### src/rtl/vga_vram_arbiter.sv
// Single-port VRAM arbiter: display scanout vs. CPU, blanking-aware priority.
// Optional CPU starvation guard enabled by defining VRAM_STARVE_GUARD_EN.
module vga_vram_arbiter #(
    parameter int ADDR_W       = 16,
    parameter int DATA_W       = 16,
    parameter int CPU_MAX_WAIT = 8
) (
    input  logic              Clk,
    input  logic              Reset,
    input  logic              In_Blank,
    input  logic              Disp_Req,
    input  logic [ADDR_W-1:0] Disp_Addr,
    output logic              Disp_Gnt,
    output logic [DATA_W-1:0] Disp_Rdata,
    output logic              Disp_Valid,
    input  logic              Cpu_Req,
    input  logic              Cpu_We,
    input  logic [ADDR_W-1:0] Cpu_Addr,
    input  logic [DATA_W-1:0] Cpu_Wdata,
    output logic              Cpu_Gnt,
    output logic [DATA_W-1:0] Cpu_Rdata,
    output logic              Cpu_Valid,
    output logic [ADDR_W-1:0] Mem_Addr,
    output logic              Mem_We,
    output logic [DATA_W-1:0] Mem_Wdata,
    input  logic [DATA_W-1:0] Mem_Rdata
);

    typedef enum logic [1:0] {
        TAG_IDLE,
        TAG_DISP,
        TAG_CPU_RD,
        TAG_CPU_WR
    } tag_e;

    logic              force_cpu;
    logic              cpu_win;

    logic [ADDR_W-1:0] mem_addr_q, mem_addr_d;
    logic              mem_we_q, mem_we_d;
    logic [DATA_W-1:0] mem_wdata_q, mem_wdata_d;
    tag_e              tag1_q, tag1_d;
    tag_e              tag2_q, tag2_d;
    logic [DATA_W-1:0] disp_rdata_q, disp_rdata_d;
    logic              disp_valid_q, disp_valid_d;
    logic [DATA_W-1:0] cpu_rdata_q, cpu_rdata_d;
    logic              cpu_valid_q, cpu_valid_d;

`ifdef VRAM_STARVE_GUARD_EN
    localparam int CW = $clog2(CPU_MAX_WAIT + 1);
    localparam logic [CW-1:0] MAX_WAIT = CW'(CPU_MAX_WAIT);

    logic [CW-1:0] cnt_q, cnt_d;

    assign force_cpu = (cnt_q == MAX_WAIT);

    always_comb begin
        cnt_d = cnt_q;
        if (!Cpu_Req || Cpu_Gnt) begin
            cnt_d = '0;
        end else if (cnt_q != MAX_WAIT) begin
            cnt_d = cnt_q + 1'b1;
        end
    end

    always_ff @(posedge Clk or negedge Reset) begin
        if (!Reset) begin
            cnt_q <= '0;
        end else begin
            cnt_q <= cnt_d;
        end
    end
`else
    assign force_cpu = 1'b0;
`endif

    // CPU wins whenever the display is idle, we're blanking, or it has starved.
    assign cpu_win  = Cpu_Req & (~Disp_Req | In_Blank | force_cpu);
    assign Cpu_Gnt  = cpu_win;
    assign Disp_Gnt = Disp_Req & ~cpu_win;

    always_comb begin
        mem_addr_d  = mem_addr_q;
        mem_wdata_d = mem_wdata_q;
        mem_we_d    = 1'b0;
        tag1_d      = TAG_IDLE;
        if (Cpu_Req && Cpu_Gnt) begin
            mem_addr_d  = Cpu_Addr;
            mem_wdata_d = Cpu_Wdata;
            mem_we_d    = Cpu_We;
            tag1_d      = Cpu_We ? TAG_CPU_WR : TAG_CPU_RD;
        end else if (Disp_Req && Disp_Gnt) begin
            mem_addr_d = Disp_Addr;
            tag1_d     = TAG_DISP;
        end
        tag2_d = tag1_q;

        // tag2 marks the command whose RAM data is on Mem_Rdata now.
        disp_valid_d = (tag2_q == TAG_DISP);
        cpu_valid_d  = (tag2_q == TAG_CPU_RD);
        disp_rdata_d = disp_valid_d ? Mem_Rdata : disp_rdata_q;
        cpu_rdata_d  = cpu_valid_d ? Mem_Rdata : cpu_rdata_q;
    end

    always_ff @(posedge Clk or negedge Reset) begin
        if (!Reset) begin
            mem_addr_q   <= '0;
            mem_we_q     <= 1'b0;
            mem_wdata_q  <= '0;
            tag1_q       <= TAG_IDLE;
            tag2_q       <= TAG_IDLE;
            disp_rdata_q <= '0;
            disp_valid_q <= 1'b0;
            cpu_rdata_q  <= '0;
            cpu_valid_q  <= 1'b0;
        end else begin
            mem_addr_q   <= mem_addr_d;
            mem_we_q     <= mem_we_d;
            mem_wdata_q  <= mem_wdata_d;
            tag1_q       <= tag1_d;
            tag2_q       <= tag2_d;
            disp_rdata_q <= disp_rdata_d;
            disp_valid_q <= disp_valid_d;
            cpu_rdata_q  <= cpu_rdata_d;
            cpu_valid_q  <= cpu_valid_d;
        end
    end

    assign Mem_Addr   = mem_addr_q;
    assign Mem_We     = mem_we_q;
    assign Mem_Wdata  = mem_wdata_q;
    assign Disp_Rdata = disp_rdata_q;
    assign Disp_Valid = disp_valid_q;
    assign Cpu_Rdata  = cpu_rdata_q;
    assign Cpu_Valid  = cpu_valid_q;

endmodule
### config.mk
export PLATFORM = sky130hd
export DESIGN_NAME = vga_vram_arbiter
export DESIGN_NICKNAME = d
export VERILOG_FILES = /design/src/rtl/vga_vram_arbiter.sv
export SDC_FILE = /design/constraint.sdc
export NUM_CORES = 1
export LEC_CHECK = 0
export ABC_AREA = 1
export CAP_MARGIN = 10
export CORE_MARGIN = 4
export CORE_UTILIZATION = 44
export CTS_CLUSTER_SIZE = 20
export DETAILED_ROUTE_END_ITERATION = 12
export GPL_TIMING_DRIVEN = 0
export PLACE_DENSITY = 0.89
export SLEW_MARGIN = 20
export SYNTH_ARGS = -nofsm -noshare
export SYNTH_HDL_FRONTEND = slang
export SYNTH_SLANG_ARGS = --single-unit
### constraint.sdc
create_clock -name Clk -period 2.64 [get_ports Clk]
set_input_delay 0.528 -clock Clk [delete_from_list [all_inputs] [get_ports Clk]]
set_output_delay 0.528 -clock Clk [all_outputs]
set_load 0.01 [all_outputs]
==> metrics.csv <==
stage,metric,value,unit
pwr,ir_worst_vdd,0.000298,V
global_routing,grt_max_degree,41,
cells_and_area,synthToLayoutAreaGrowth,56.9,%
die,num_rows,29,
placement,hpwl,6.01,mm
global_routing,grt_pass1_wl,12.4,mm
detailed_routing,drtAntennaViolNets,0,
cts,numCtsBuffers,9,
setup_path,path_max_fanout,10,
placement,gp_congestion,0.796,
die,die_area,8040,sq um
hold_path,hold_class,in -> async,
pwr,pwr-share-clk,0.275,
logic_synthesis,synth_seq_cells,71,
logic_synthesis,synth_flop_cell,dfrtp_1,
logic_synthesis,synth_fp_nets,398,
logic_synthesis,yosysWarnings,0,
logic_synthesis,ys_seq_area_frac,0.606,
detailed_routing,num_vias,2652,
setup_path,arrival,1960,ps
pwr,seqPwrFrac,0.458,
logic_synthesis,syn_inst,328,
timing,fin_crit,2480,ps
cells_and_area,drive_gt1_frac,0.0915,
timing,setup_viol,0,
timing,slew_violations,0,
timing,rsz0062_at_grt,no,
logic_synthesis,synth_edf_count,0,
setup_path,crit_required,2110,ps
placement,place_ws,-31.3,ps
setup_path,rr_startpoint,tag2_q[1],
detailed_routing,drtIter0Drc,127,
logic_synthesis,synth_area,2930,sq um
die,start_util,0.457,
timing,fin_crit_sh,0.941,
logic_synthesis,synth.top_cell.area_share,0.606,
cells_and_area,diodes,0,
setup_path,r2r.worst_path.cells,4,
detailed_routing,routed_wirelength,7.82,mm
setup_path,crit_path_start_kind,input port,
setup_path,cp-end-kind,primary output,
run_status,status,finished clean,
logic_synthesis,async_reset_ff_frac,1.00,
global_routing,track_usage,0.203,
pwr,p_leak,2.27,nW
global_routing,grt_pass1_vias,2704,
pwr,swShare,0.274,
detailed_routing,wl_per_cell,14.0,um
die,core_area,6420,sq um
cts,cts_root_buf,clkbuf_8,
logic_synthesis,yosysMostFrequentCell,nand2_1,
pwr,p_switching,0.794,mW
setup_path,path_class,in -> out,
cts,htreeDepth,3,
timing,tightest_slew,487,ps
die,die_x,89.6,um
cts,path_clk_slew,70,ps
timing,setup_tns,0,ps
pwr,powerDensity,630,nW/um^2
timing,fmax,0.402,GHz
timing,finalHoldViolations,0,
die,num_io_pins,139,
run,drv_cap,0,
timing,setup_ws,155,ps
logic_synthesis,yosys.area.top_type,dfrtp_1,
logic_synthesis,synthTopCellsByArea,"dfrtp_1 61%, nand2_1 15%, nand3_1 5.5%",
detailed_routing,route.detailed.drc,0,
global_routing,antenna_found_initial,0,
cts,postCtsHoldBufs,0,
pwr,combPwrFrac,0.268,
timing,slew_headroom,0.675,
cells_and_area,layout.nets,547,
cts,cts_tree,built,
placement,numPortBuffers,137,
die,die_h,89.6,um
logic_synthesis,netlist_top_cells_count,"115 x nand2_1, 71 x dfrtp_1, 39 x inv_1",
cts,cts_buffer_depth,2,
cts,clk_latency,330,ps
detailed_routing,drtPass1Iterations,5,
logic_synthesis,synth_cell_types,17,
setup_path,worstSetupStartpoint,In_Blank,
timing,skew,6.19,ps
global_routing,grt.overflow.total,0,
cts,cts_setup_buffers,0,
logic_synthesis,syn_avg_cell_area,8.94,sq um
cts,clock-sinks,71,
detailed_routing,via_per_inst,4.75,
pwr,intPower,2.11,mW
==> power by group through the flow <==
stage	Clock, mW	Combinational [mW]	Sequential (mW)
floorplan	0	0.215	1.41
global placement	0	0.762	1.34
detailed placement	0	0.786	1.34
CTS	0.813	0.789	1.33
global route	0.860	0.850	1.34
finish	0.796	0.777	1.33
==> layout by cell type (no fill, tap or decap) <==
cell type and instances:
inv_1 39, clkdlybuf4s50_1 134, o21ai_1 4, dfrtp_1 71, clkbuf_1 6, nand2_1 115
clkinv_2 4, buf_2 4, buf_6 4, nand2_4 2, inv_2 1, o21ai_0 17
buf_12 1, o21ai_2 12, bufinv_16 1, dlymetal6s2s_1 1, nor2_2 1, nor2_1 16
or2_1 1, buf_4 5, clkbuf_8 9, nand3_1 32, dlygate4sd2_1 1
==> path summary, 6_finish.rpt <==
kind | slack (ps) | to
worst max-delay path | 160 | Disp_Gnt
worst min-delay path | 130 | Disp_Rdata[6]
worst max register to register | 1360 | Cpu_Rdata[4]
worst min register to register | 350 | tag2_q[1]
max in group asynchronous | 1970 | Mem_Wdata[0]
min in group Clk | 350 | tag2_q[1]
==> sequential cells by signal, indices dropped and copies added (netlist names) <==
signal / count
Cpu_Rdata: 16
Mem_Wdata: 16
Disp_Valid: 1
Mem_Addr: 16
tag2_q: 2
Mem_We: 1
Disp_Rdata: 16
tag1_q: 2
Cpu_Valid: 1
==> through the flow <==
step,instances,power [mW],util,cell area [sq um],hold slack [ps]
2_1_floorplan,328,1.62,-,2930,232
3_3_place_gp,542,2.10,0.685,4400,335
3_5_place_dp,543,2.13,0.688,4420,337
4_1_cts,558,2.93,0.716,4600,132
5_1_grt,558,3.05,0.717,4600,150
6_report,558,2.90,0.717,4600,128
==> critical path, stage by stage <==
cell	delay [ps]
clkdlybuf4s50_1	410
inv_1	100
nand2_4	90
nand2_4	140
nand2_1	80
inv_1	60
clkdlybuf4s50_1	540
==> layer usage <==
| metal | part of all wire | track usage |
|---|---|---|
| met1 | 0.40 | 0.242 |
| met2 | 0.51 | 0.352 |
| met3 | 0.072 | 0.0593 |
| met4 | 0.012 | 0.0636 |
| met5 | 0 | 0 |
==> kinds of logic after synthesis <==
logic type,count (synthesis),synth area share
AOI/OAI and AO/OA,33,0.0717
buffers and inverters,57,0.0900
and+or+nand+nor,167,0.233
DFF,71,0.606
==> final cells by class <==
class,instances,area (sq um)
Clock inverter,5,50.0
Clock buffer,10,128
Fill cell,489,1820
Tap cell,77,96.3
Multi-Input combinational cell,200,897
Timing Repair Buffer,138,1390
Buffer,17,114
Sequential cell,71,1780
Inverter,40,150
==> what timing repair did <==
action	4_1_cts	5_1_grt
setup endpoints to repair	1	1
resized for setup	2	1
hold endpoints to repair	0	0
Note: power is estimated with default switching activity, not from simulation.
